**src/rtl/completion_collector.sv**
```systemverilog
// completion_collector: per-channel result FIFOs drained round-robin onto registered writeback ports
module completion_collector #(
  parameter int NUM_SRC = 3,
  parameter int NUM_WB = 2,
  parameter int DEPTH = 4,
  parameter int ROB_W = 5,
  parameter int PREG_W = 5,
  parameter int DATA_W = 8,
  parameter int ARCH_W = 4,
  localparam int SW = NUM_SRC > 1 ? $clog2(NUM_SRC) : 1
) (
  input  logic                      clk,
  input  logic                      rst,
  input  logic                      flush,
  input  logic [NUM_SRC-1:0]        src_valid,
  output logic [NUM_SRC-1:0]        src_ready,
  input  logic [ROB_W*NUM_SRC-1:0]  src_rob,
  input  logic [PREG_W*NUM_SRC-1:0] src_preg,
  input  logic [DATA_W*NUM_SRC-1:0] src_data,
  input  logic [ARCH_W*NUM_SRC-1:0] src_arch,
  input  logic                      wb_ready,
  output logic [NUM_WB-1:0]         wb_valid,
  output logic [ROB_W*NUM_WB-1:0]   wb_rob,
  output logic [PREG_W*NUM_WB-1:0]  wb_preg,
  output logic [DATA_W*NUM_WB-1:0]  wb_data,
  output logic [ARCH_W*NUM_WB-1:0]  wb_arch,
  output logic [SW*NUM_WB-1:0]      wb_src,
  output logic                      busy
);
  localparam int PW = $clog2(DEPTH);
  localparam int CW = PW + 1;
  localparam int EW = ROB_W + PREG_W + DATA_W + ARCH_W;
  logic [EW-1:0] mem [NUM_SRC][DEPTH];
  logic [PW-1:0] wr_ptr [NUM_SRC];
  logic [PW-1:0] rd_ptr [NUM_SRC];
  logic [CW-1:0] count [NUM_SRC];
  logic [NUM_SRC-1:0] push, pop, nz;
  logic [SW-1:0] rr, rr_nxt;
  logic [SW-1:0] sel [NUM_WB];
  logic [EW-1:0] head [NUM_WB];
  logic load_en;
  int nsel;
  assign load_en = wb_ready | ~|wb_valid;
  assign busy = |nz | |wb_valid;
  always_comb begin
    for (int i = 0; i < NUM_SRC; i++) begin
      nz[i] = count[i] != '0;
      src_ready[i] = count[i] != CW'(DEPTH) && !flush;
      push[i] = src_valid[i] & src_ready[i];
    end
  end
  always_comb begin
    pop = '0;
    nsel = 0;
    rr_nxt = rr;
    for (int k = 0; k < NUM_WB; k++) sel[k] = '0;
    for (int s = 0; s < NUM_SRC; s++)
      for (int i = 0; i < NUM_SRC; i++)
        if ((int'(rr) + s) % NUM_SRC == i && nz[i] && load_en && nsel < NUM_WB) begin
          pop[i] = 1'b1;
          for (int k = 0; k < NUM_WB; k++) if (k == nsel) sel[k] = SW'(i);
          rr_nxt = SW'((i + 1) % NUM_SRC);
          nsel = nsel + 1;
        end
    for (int k = 0; k < NUM_WB; k++) head[k] = mem[sel[k]][rd_ptr[sel[k]]];
  end
  always_ff @(posedge clk)
    for (int i = 0; i < NUM_SRC; i++)
      if (push[i]) mem[i][wr_ptr[i]] <= {src_rob[ROB_W*i +: ROB_W], src_preg[PREG_W*i +: PREG_W],
                                         src_data[DATA_W*i +: DATA_W], src_arch[ARCH_W*i +: ARCH_W]};
  always_ff @(posedge clk or negedge rst)
    if (!rst) begin
      for (int i = 0; i < NUM_SRC; i++) begin
        wr_ptr[i] <= '0;
        rd_ptr[i] <= '0;
        count[i] <= '0;
      end
      rr <= '0;
      wb_valid <= '0;
      wb_rob <= '0;
      wb_preg <= '0;
      wb_data <= '0;
      wb_arch <= '0;
      wb_src <= '0;
    end else if (flush) begin
      for (int i = 0; i < NUM_SRC; i++) begin
        wr_ptr[i] <= '0;
        rd_ptr[i] <= '0;
        count[i] <= '0;
      end
      rr <= '0;
      wb_valid <= '0;
    end else begin
      for (int i = 0; i < NUM_SRC; i++) begin
        wr_ptr[i] <= wr_ptr[i] + PW'(push[i]);
        rd_ptr[i] <= rd_ptr[i] + PW'(pop[i]);
        count[i] <= count[i] + CW'(push[i]) - CW'(pop[i]);
      end
      if (load_en) begin
        rr <= rr_nxt;
        for (int k = 0; k < NUM_WB; k++) begin
          wb_valid[k] <= k < nsel;
          if (k < nsel) begin
            {wb_rob[ROB_W*k +: ROB_W], wb_preg[PREG_W*k +: PREG_W],
             wb_data[DATA_W*k +: DATA_W], wb_arch[ARCH_W*k +: ARCH_W]} <= head[k];
            wb_src[SW*k +: SW] <= sel[k];
          end
        end
      end
    end
endmodule
```
**config.mk**
```make
export PLATFORM = sky130hd
export DESIGN_NAME = completion_collector
export DESIGN_NICKNAME = d
export VERILOG_FILES = /design/src/rtl/completion_collector.sv
export SDC_FILE = /design/constraint.sdc
export NUM_CORES = 1
export LEC_CHECK = 0
export CAP_MARGIN = 20
export CORE_MARGIN = 2
export CORE_UTILIZATION = 30
export DETAILED_ROUTE_END_ITERATION = 8
export HOLD_SLACK_MARGIN = 0.15
export PLACE_DENSITY = 0.43
export SLEW_MARGIN = 25
export SYNTH_ARGS = -nofsm -noshare
export SYNTH_HDL_FRONTEND = slang
export SYNTH_SLANG_ARGS = --single-unit
```
**constraint.sdc**
```tcl
create_clock -name clk -period 10.7 [get_ports clk]
set_input_delay 1.07 -clock clk [delete_from_list [all_inputs] [get_ports clk]]
set_output_delay 1.07 -clock clk [all_outputs]
set_load 0.1 [all_outputs]
```
==> metrics.md <==
| Metric | Value |
|---|---|
| Top post-synthesis cells by area | edfxtp_1 (48%), dfrtp_1 (11%), a21oi_1 (4.2%) |
| Final period util | roughly nine tenths |
| # IOs | 127 |
| Syn Inst Count | about 1,400 |
| Worst slew margin | 29.1% |
| Post-route cell area | about 0.020 sq mm |
| Final #Nets | 1,620 |
| R2r worst-path depth | 35 |
| Critical Path End Type | flop |
| All-Layer GR Usage | 22.7% |
| Setup TNS | 0 ns |
| Crit path launch | wb_ready |
| Synth Warn # | 0 |
| Gpl congestion | around 0.86 |
| Cts repair resizes | 0 |
| R2R Path End | wb_arch[3] |
| Cell taking the most area after synthesis | edfxtp_1 |
| CP peak stage delay | 0.65 ns |
| FF-to-FF Start | wb_valid[1] |
| Later-pin clock latency in the skew report | between 0.5 and 0.6 ns |
| Top_reg_cell synth | edfxtp_1 |
| Req. time, crit path | 11.20 ns |
| Minimum clock period | between 9 and 10 ns |
| Post-synth EDFFs | between 200 and 300 |
| Endpoints failing setup | 0 |
| Placement Cell Area | 0.0191 sq mm |
| Max Freq | 0.105 GHz |
| Cell Area, Synth | 0.0167 sq mm |
| Placed instance count | approximately 2,200 |
| CP max FO | 43 |
| Final hold vios | 0 |
| Drt via density | 5.79 |
| Post-CTS Repair Setup Buffers | 0 |
| Area of the multi-input gates | roughly 0.0065 sq mm |
| Finished Layout Cells | between 2,000 and 2,500 |
| Initial Utilization | a little under a third |
| Initial antenna violation count | 2 |
| Port bufs | 126 |
| # rows | 86 |
| Max stage delay cell, worst path | o21ai_0 |
| Worst path top cell family by delay | compound AO/OA/AOI/OAI gates |
| Setup crit start kind | input pin |
| DR WL/cell | between 20 and 30 um |
| Post-synth net total | between 1,500 and 2,000 |
| Unrepaired setup endpoints after global routing | no |
| Synth-to-Final Area Change | 22.2% |
| Post-DP HPWL | 44,300 um |
| Finished Core Util | between 30% and 40% |
| Synth top area share | 47.6% |
| Clock sink count | 337 |
| Crit Path Category | input pin to flop |
| Hold_buf cts | 0 |
| R2R Setup Slk | 1.43 ns |
| Clk Tree Root Cell | clkbuf_16 |
| Die area | ~0.057 sq mm |
| Via Count | 13,300 |
| Largest net degree at the start of global routing | 48 |
| Share of cells above drive strength 1 | 13.5% |
| # DRC | 0 |
| Buffer depth of the longest clock path | 3 |
| Clk_skew | between 0.02 and 0.025 ns |
| Total CTS buffers | 40 |
| Core Region | 0.0550 sq mm |
| CP endpoint | wb_arch[3] |
| WL final | between 60,000 and 70,000 um |
| Final Max Slew Viols | 0 |
| Outcome | finished clean |
| Antenna viol nets, final | 0 |
| Drt first pass iters | 5 |
| Vias in the first global route | ~13,000 |
| Post-synth ARST share | 21.7% |
| Die Y | 240 um |
| Chip Width | about 240 um |
| Max capacitance violation total | 0 |
| Stages on worst setup path | 36 |
| Total gr overflow | 0 |
| Initial drt markers | ~1,300 |
| Total of fill cells in the finished design | between 5,000 and 6,000 |
| CP bufs+invs | 9 |
| Global-route wire length before repair | 94,000 um |
| HP Class | input pin to asynchronous set/reset pin |
| #FFs+latches synth | around 340 |
| Clk slew on worst S/H paths | approximately 0.06 ns |
| Syn Area/Cell | roughly 12 sq um |
| Register area | 0.00976 sq mm |
| Register area share after synthesis | 58.5% |
| Yosys cell types | between 60 and 70 |
| H-tree levels | 2 |
| Arr. time, crit path | around 10 ns |
| Slew @ Worst Pin | 1.06 ns |
| CTS tree | yes |
[Yosys cell counts, drive strengths merged (28+ instances only)]
library cell    n
dfrtp          73
a21oi         140
o22ai          67
mux2i          28
clkbuf        105
a31oi          28
o221ai         42
and3           29
nor2           51
nand3          36
nor3           29
nand2b         45
o21ai          53
ha             33
edfxtp        264
inv            43
o211ai         64
[final cells by class]
type,count,area share (%)
Antenna cell,1,0.0123
Inverter,43,0.792
Clock inverter,15,0.780
Tap cell,748,4.59
Timing Repair Buffer,188,8.59
Multi-Input combinational cell,901,31.8
Sequential cell,337,47.9
Clock buffer,59,5.51
[worst min-delay path by stage]
stage	endpoint	cells after the start
floorplan	rr[0]	2
global placement	wb_src[1]	1
detailed placement	wb_src[1]	1
CTS	wr_ptr[5]	1
global route	wr_ptr[5]	1
finish	wr_ptr[5]	1
[registers in the layout, indices dropped and copies added (netlist names)]
name / cells
wb_arch: 8
wb_data: 16
rd_ptr: 6
count: 9
mem: 264
wb_src: 4
wb_rob: 10
rr: 2
wb_preg: 10
wr_ptr: 6
wb_valid: 2
[cells in the final DEF (no fill, tap or decap), types with 25 or more instances in the layout]
| cell type | Yosys | final |
|---|---|---|
| buf_4 | 0 | 61 |
| nand3_1 | 36 | 36 |
| o21ai_0 | 49 | 49 |
| o32a_1 | 25 | 25 |
| inv_1 | 43 | 43 |
| clkdlybuf4s50_1 | 0 | 125 |
| a31oi_1 | 28 | 26 |
| edfxtp_1 | 264 | 264 |
| a21oi_1 | 140 | 139 |
| or2_2 | 25 | 25 |
| mux2i_1 | 28 | 27 |
| nand2b_1 | 45 | 45 |
| o211ai_1 | 63 | 63 |
| clkbuf_16 | 0 | 40 |
| nor3_1 | 29 | 25 |
| dfrtp_1 | 73 | 72 |
| ha_1 | 33 | 33 |
| o22ai_1 | 67 | 65 |
| and3_1 | 29 | 26 |
| o221ai_1 | 42 | 42 |
| nor2_1 | 51 | 49 |
[per-stage QoR]
stage	hold slack, ns	worst slack [ns]
global route	0.437	0.469
detailed placement	0.505	0.627
global placement	0.505	0.688
finish	0.428	1.16
CTS	0.423	1.24
floorplan	0.472	2.31
[cell families after synthesis]
| kind of cell | synth area share (%) |
|---|---|
| AOI/OAI and AO/OA | 21.3 |
| buffers and inverters | 3.88 |
| and+or+nand+nor | 8.86 |
| xor gates and xnor gates | 1.12 |
| DFF | 58.5 |
| muxes | 3.50 |
| adders and majority gates | 2.84 |
[layer usage]
metal	up-vias	share of wire (%)	routed length [um]	global-route usage (%)
li1	5775	-	-	-
met1	6751	47	31000	34.2
met2	671	41	27100	32.2
met3	84	9.1	5980	5.45
met4	0	2.3	1540	5.81
met5	-	0	0	0
Power is left out: the tool's default activity adds up to more than one toggle a clock period on the data nets, which glitch-free logic cannot reach.
==> RTL change 1 (same flow settings) <==
`NUM_WB`: 2 -> 1.
--- a/src/rtl/completion_collector.sv
+++ b/src/rtl/completion_collector.sv
@@ -3,3 +3,3 @@
   parameter int NUM_SRC = 3,
-  parameter int NUM_WB = 2,
+  parameter int NUM_WB = 1,
   parameter int DEPTH = 4,
Ports: changed (6 resized); port bits go from 127 to 102. The function was not compared with the original's and may differ.
==> RTL change 1 against the original RTL <==
Non-clock buffer count decreased by 63; final cell count decreased by 30%; cell area decreased by 21%; clock skew decreased by 9.6 ps; synthesized area decreased by 21%; setup slack improved by 600 ps; wire length decreased by 46%; global-route usage decreased by 7.1 points; critical path depth unchanged; sequential cell count decreased by 25; first-iteration DRC count decreased by 66%; largest cell class unchanged.
==> RTL change 1: results (changes against the original RTL) <==
The post-synthesis compound-gate area fraction came out at 0.06823 (-0.1446). Endpoint of the worst register-to-register path: wb_rob[1]. For the net count after synthesis, the log shows 981 (-35%).

The minimum period implied by the final worst setup slack was 8941 ps (-600.8 ps); the net total in the final layout was 1097 (-32%). The last weighted congestion value of the routability-driven placer came out at 0.8386 (-2.4%). The flow ran to the end, and the final reports show no timing, DRC or antenna violations. The average wire length per cell after detail routing is 22.02 µm (-23%).

The antenna diode count was 0 (-1); the CTS buffer count was 36 (-10%). The tools report the number of global-route vias before repair as 7873 (-38%). Cell count after placement: 1543 (-30%).

For the cell row count, the log shows 76 (-12%). The run gives 438 (-66%) as the starting DRC count in detailed routing. The share of async-settable or async-resettable flops after synthesis is 0.1538 (-0.06277), and the footprint of the multi-input gates is 0.003752 mm² (-42%).

The final standard cell count with taps included and fillers excluded is 1607 (-30%). The logs give 53050 µm (-44%) for the global-route wire length before repair and 0.1556 (-0.07125) for the global router's overall resource usage. The layout multi-input combinational cell count is 475 (-47%).

The longest individual stage delay on the worst path was 610 ps (-40 ps); the final-layout clock-cell area share was 0.07268 (+0.009780). The xor/xnor share of the synthesized area works out to 0.01304 (+0.001858). Path class of the lowest-slack min-delay path: flip-flop to flip-flop.

The mux share of post-synthesis cell area was 0.07560 (+0.04055). The pin count of the biggest net entering global routing came out at 49 (+2.1%). The logs give 312 (-7.4%) for the total number of clock tree sinks and 22020 µm (-50%) for the detailed placer's ending HPWL. The number of filler instances in the final layout is 4188 (-21%).

The cell family with the largest share of critical-path delay was simple AND/OR/NAND/NOR gates. The count of cell types in the netlist is 61 (-4.7%). Cell area reported after detailed placement: 0.01497 mm² (-22%).

The number of vias after detailed routing is 7708 (-42%). After synthesis, the cell types taking the most area are sky130_fd_sc_hd__edfxtp_1 60%, sky130_fd_sc_hd__dfrtp_1 9.1%, sky130_fd_sc_hd__mux4_2 3.7%. The clock insertion delay at the later pin of the skew report is 530 ps (-60 ps).

The buffering overhead works out to 0.07345 (-0.01242). The largest individual stage delay along the critical path comes from the cell sky130_fd_sc_hd__and2_1. The final-layout clock buffer total is 48 (-19%), and the total area of sequential cells is 0.009131 mm² (-6.4%). The run gives 0.6895 (+0.1044) as the share of the yosys chip area belonging to registers.
## RTL change 1: cell count changes after synthesis, moves of 26 or more
cell                       before  now
sky130_fd_sc_hd__a21oi_1      140    9
sky130_fd_sc_hd__a31oi_1       28    2
sky130_fd_sc_hd__clkbuf_1     105   24
sky130_fd_sc_hd__mux2i_1       28    1
sky130_fd_sc_hd__nand2b_1      45    2
sky130_fd_sc_hd__o211ai_1      63    0
sky130_fd_sc_hd__o21ai_0       49   13
sky130_fd_sc_hd__o221ai_1      42    1
sky130_fd_sc_hd__o22ai_1       67   22
## RTL change 1: through the flow
stage / utilization / hold slack (ps)
2_1_floorplan: - / 522.5
3_3_place_gp: 0.3453 / 466.1
3_5_place_dp: 0.3453 / 480.6
4_1_cts: 0.3724 / 494.1
5_1_grt: 0.3724 / 508.8
6_report: 0.3724 / 486.4
## RTL change 1: layer usage
metal,GRT usage,vias up,part of all wire,wire [µm]
met1,0.2104,3942,0.45,16020
met4,0.04120,0,0.020,692
met5,0,-,0,0
met3,0.02440,52,0.035,1245
li1,-,3562,-,-
met2,0.2611,152,0.49,17430
## RTL change 1: power by group through the flow
stage	Combinational [W]	Sequential, W	Clock (W)
5_1_grt	0.00208	0.00155	0.00132
6_report	0.00190	0.00153	0.00124
4_1_cts	0.00193	0.00154	0.00127
2_1_floorplan	0.00107	0.00184	0
3_3_place_gp	0.00191	0.00156	0
3_5_place_dp	0.00192	0.00156	0
## RTL change 1: worst reg2reg max path, delay by kind of cell, from the launching register on
| kind | cells | cell delay [ps] |
|---|---|---|
| buffers and inverters | 5 | 790 |
| AO/OA/AOI/OAI | 6 | 1040 |
| flip-flops | 1 | 410 |
| adder cells (fa/ha/maj) | 5 | 880 |
| XOR/XNOR | 2 | 660 |
| AND/OR/NAND/NOR | 17 | 4450 |
==> RTL change 2 (same flow settings) <==
Made on the original files. Reset style: synchronous (`rst`), changed in one clocked block.
--- a/src/rtl/completion_collector.sv
+++ b/src/rtl/completion_collector.sv
@@ -70,3 +70,3 @@
                                          src_data[DATA_W*i +: DATA_W], src_arch[ARCH_W*i +: ARCH_W]};
-  always_ff @(posedge clk or negedge rst)
+  always_ff @(posedge clk)
     if (!rst) begin
Check against the original RTL: not equivalent (a bounded check fails within 4 cycles, from zero or initial values and one cycle with rst low; the reset may be asserted at any time).
==> RTL change 2 against the original RTL <==
Cell area is 3.3% lower; final cell count is 1.6% lower; setup slack worse by 65 ps; synthesized area is 3.2% lower; wire length is 13% lower; fmax is 0.68% lower; sequential share of layout area is 0.82 points higher; via count is 7.3% lower; sequential cell count stayed put; count of clock-buffer cells in the layout is 3 lower; largest cell class unchanged.
Power is not shown: default switching activity piles up to over one toggle a cycle in this logic, so the estimate is an artifact.
==> RTL change 2: results (changes against the original RTL) <==
The final standard cell count with taps included and fillers excluded is 2255 (-1.6%), and the post-synthesis compound-gate area fraction is 0.1776 (-0.03526). For the starting DRC count in detailed routing, the log shows 1007 (-23%). The logs give 0.8269 (-3.8%) for the last weighted congestion value of the routability-driven placer and 10050 ps (about the same) for the arrival time of data at the critical path endpoint. The average cell area after synthesis works out to 11.50 µm² (-3.3%). The startpoint identified for the worst register-to-register timing path is count[0][1]. The share of async-settable or async-resettable flops after synthesis was 0 (-0.2166).

The tools report the share of the yosys chip area belonging to registers as 0.5950 (+0.009850). The worst clock skew came out at 22.37 ps (-1.821 ps). The run finished with clean final reports. The detail-routed via count per cell is 5.458 (-5.8%), and the xor/xnor share of the synthesized area is 0.01109 (-0.00009326). The logs give 0 (-2) for the initial antenna violation count and 2185 (-1.4%) for the cell count after placement. The antenna diode count is 0 (-1). The run gives 12190 (-4.5%) as the number of global-route vias before repair. The CTS buffer count came out at 39 (-2.5%). By area the synthesized netlist is led by sky130_fd_sc_hd__edfxtp_1 53%, sky130_fd_sc_hd__dfxtp_1 6.5%, sky130_fd_sc_hd__o22ai_1 4.2%. The cell family contributing the most delay on the critical path is simple AND/OR/NAND/NOR gates.

Average wire length per cell after detail routing: 25.38 µm (-11%). The longest individual stage delay on the worst path was 570 ps (-80 ps). The transition time of the tightest slew-check pin came out at 1061 ps (+0.5654 ps). Global-route wire length before repair: 82990 µm (-12%). The count of flip-flops with a built-in enable after synthesis is 285 (+8.0%). The tools report the pin count of the biggest net entering global routing as 110 (+130%). The path class of the lowest-slack min-delay path is flip-flop to flip-flop. The net total in the final layout was 1651 (+1.9%). The mux share of post-synthesis cell area is 0.03412 (-0.0009278), and the detailed placer's ending HPWL is 34830 µm (-21%).

The adder-cell area share of the yosys netlist came out at 0.03288 (+0.004511). Highest-delay cell along the critical path: sky130_fd_sc_hd__a211oi_4. Counting instances in the post-synthesis netlist gives the leading cell types as 285 x sky130_fd_sc_hd__edfxtp_1, 169 x sky130_fd_sc_hd__nand2_1, 115 x sky130_fd_sc_hd__o21ai_0, 108 x sky130_fd_sc_hd__o22ai_1, 71 x sky130_fd_sc_hd__nor2_1. The count of cell types in the netlist is 80 (+25%), and the clock insertion delay at the later pin of the skew report is 560 ps (-30 ps).
[RTL change 2: cell types whose count changed in the layout (fill, tap and decap cells not counted), moves of 24 or more]
cell	change
sky130_fd_sc_hd__a21oi_1	-124
sky130_fd_sc_hd__dfrtp_1	-72
sky130_fd_sc_hd__o32a_1	-24
sky130_fd_sc_hd__a32oi_1	+41
sky130_fd_sc_hd__dfxtp_1	+52
sky130_fd_sc_hd__o21ai_0	+66
sky130_fd_sc_hd__nand2_1	+154
sky130_fd_sc_hd__o22ai_1	+43
sky130_fd_sc_hd__o211ai_1	-57
[RTL change 2: per-layer routing]
| layer | share of wire | track usage |
|---|---|---|
| met5 | 0 | 0 |
| met4 | 0.024 | 0.06871 |
| met3 | 0.061 | 0.02961 |
| met2 | 0.47 | 0.3344 |
| met1 | 0.44 | 0.2727 |
[RTL change 2: final cells by class]
class / instances / share of cell area
Sequential cell: 337 / 0.4871
Clock inverter: 14 / 0.006096
Tap cell: 688 / 0.04369
Multi-Input combinational cell: 949 / 0.3127
Clock buffer: 56 / 0.05797
Inverter: 35 / 0.006667
Timing Repair Buffer: 176 / 0.08578
[RTL change 2: metrics by stage]
stage,worst slack [ps],instance area (µm²),hold slack [ps],util
after CTS,1143,19710,474.6,0.3727
after global routing,413.0,19710,495.0,0.3727
after global placement,683.1,18440,463.7,0.3488
final,1093,19710,469.4,0.3727
after floorplan,1722,16210,448.6,-
after detailed placement,607.2,18440,465.8,0.3489
[RTL change 2: cell families after synthesis]
logic type | after synthesis
AND/OR/NAND/NOR | 385
adder cells (fa/ha/maj) | 40
AO/OA/AOI/OAI | 432
XOR/XNOR | 18
other | 1
flip-flops | 337
multiplexers | 53
buffers and inverters | 137
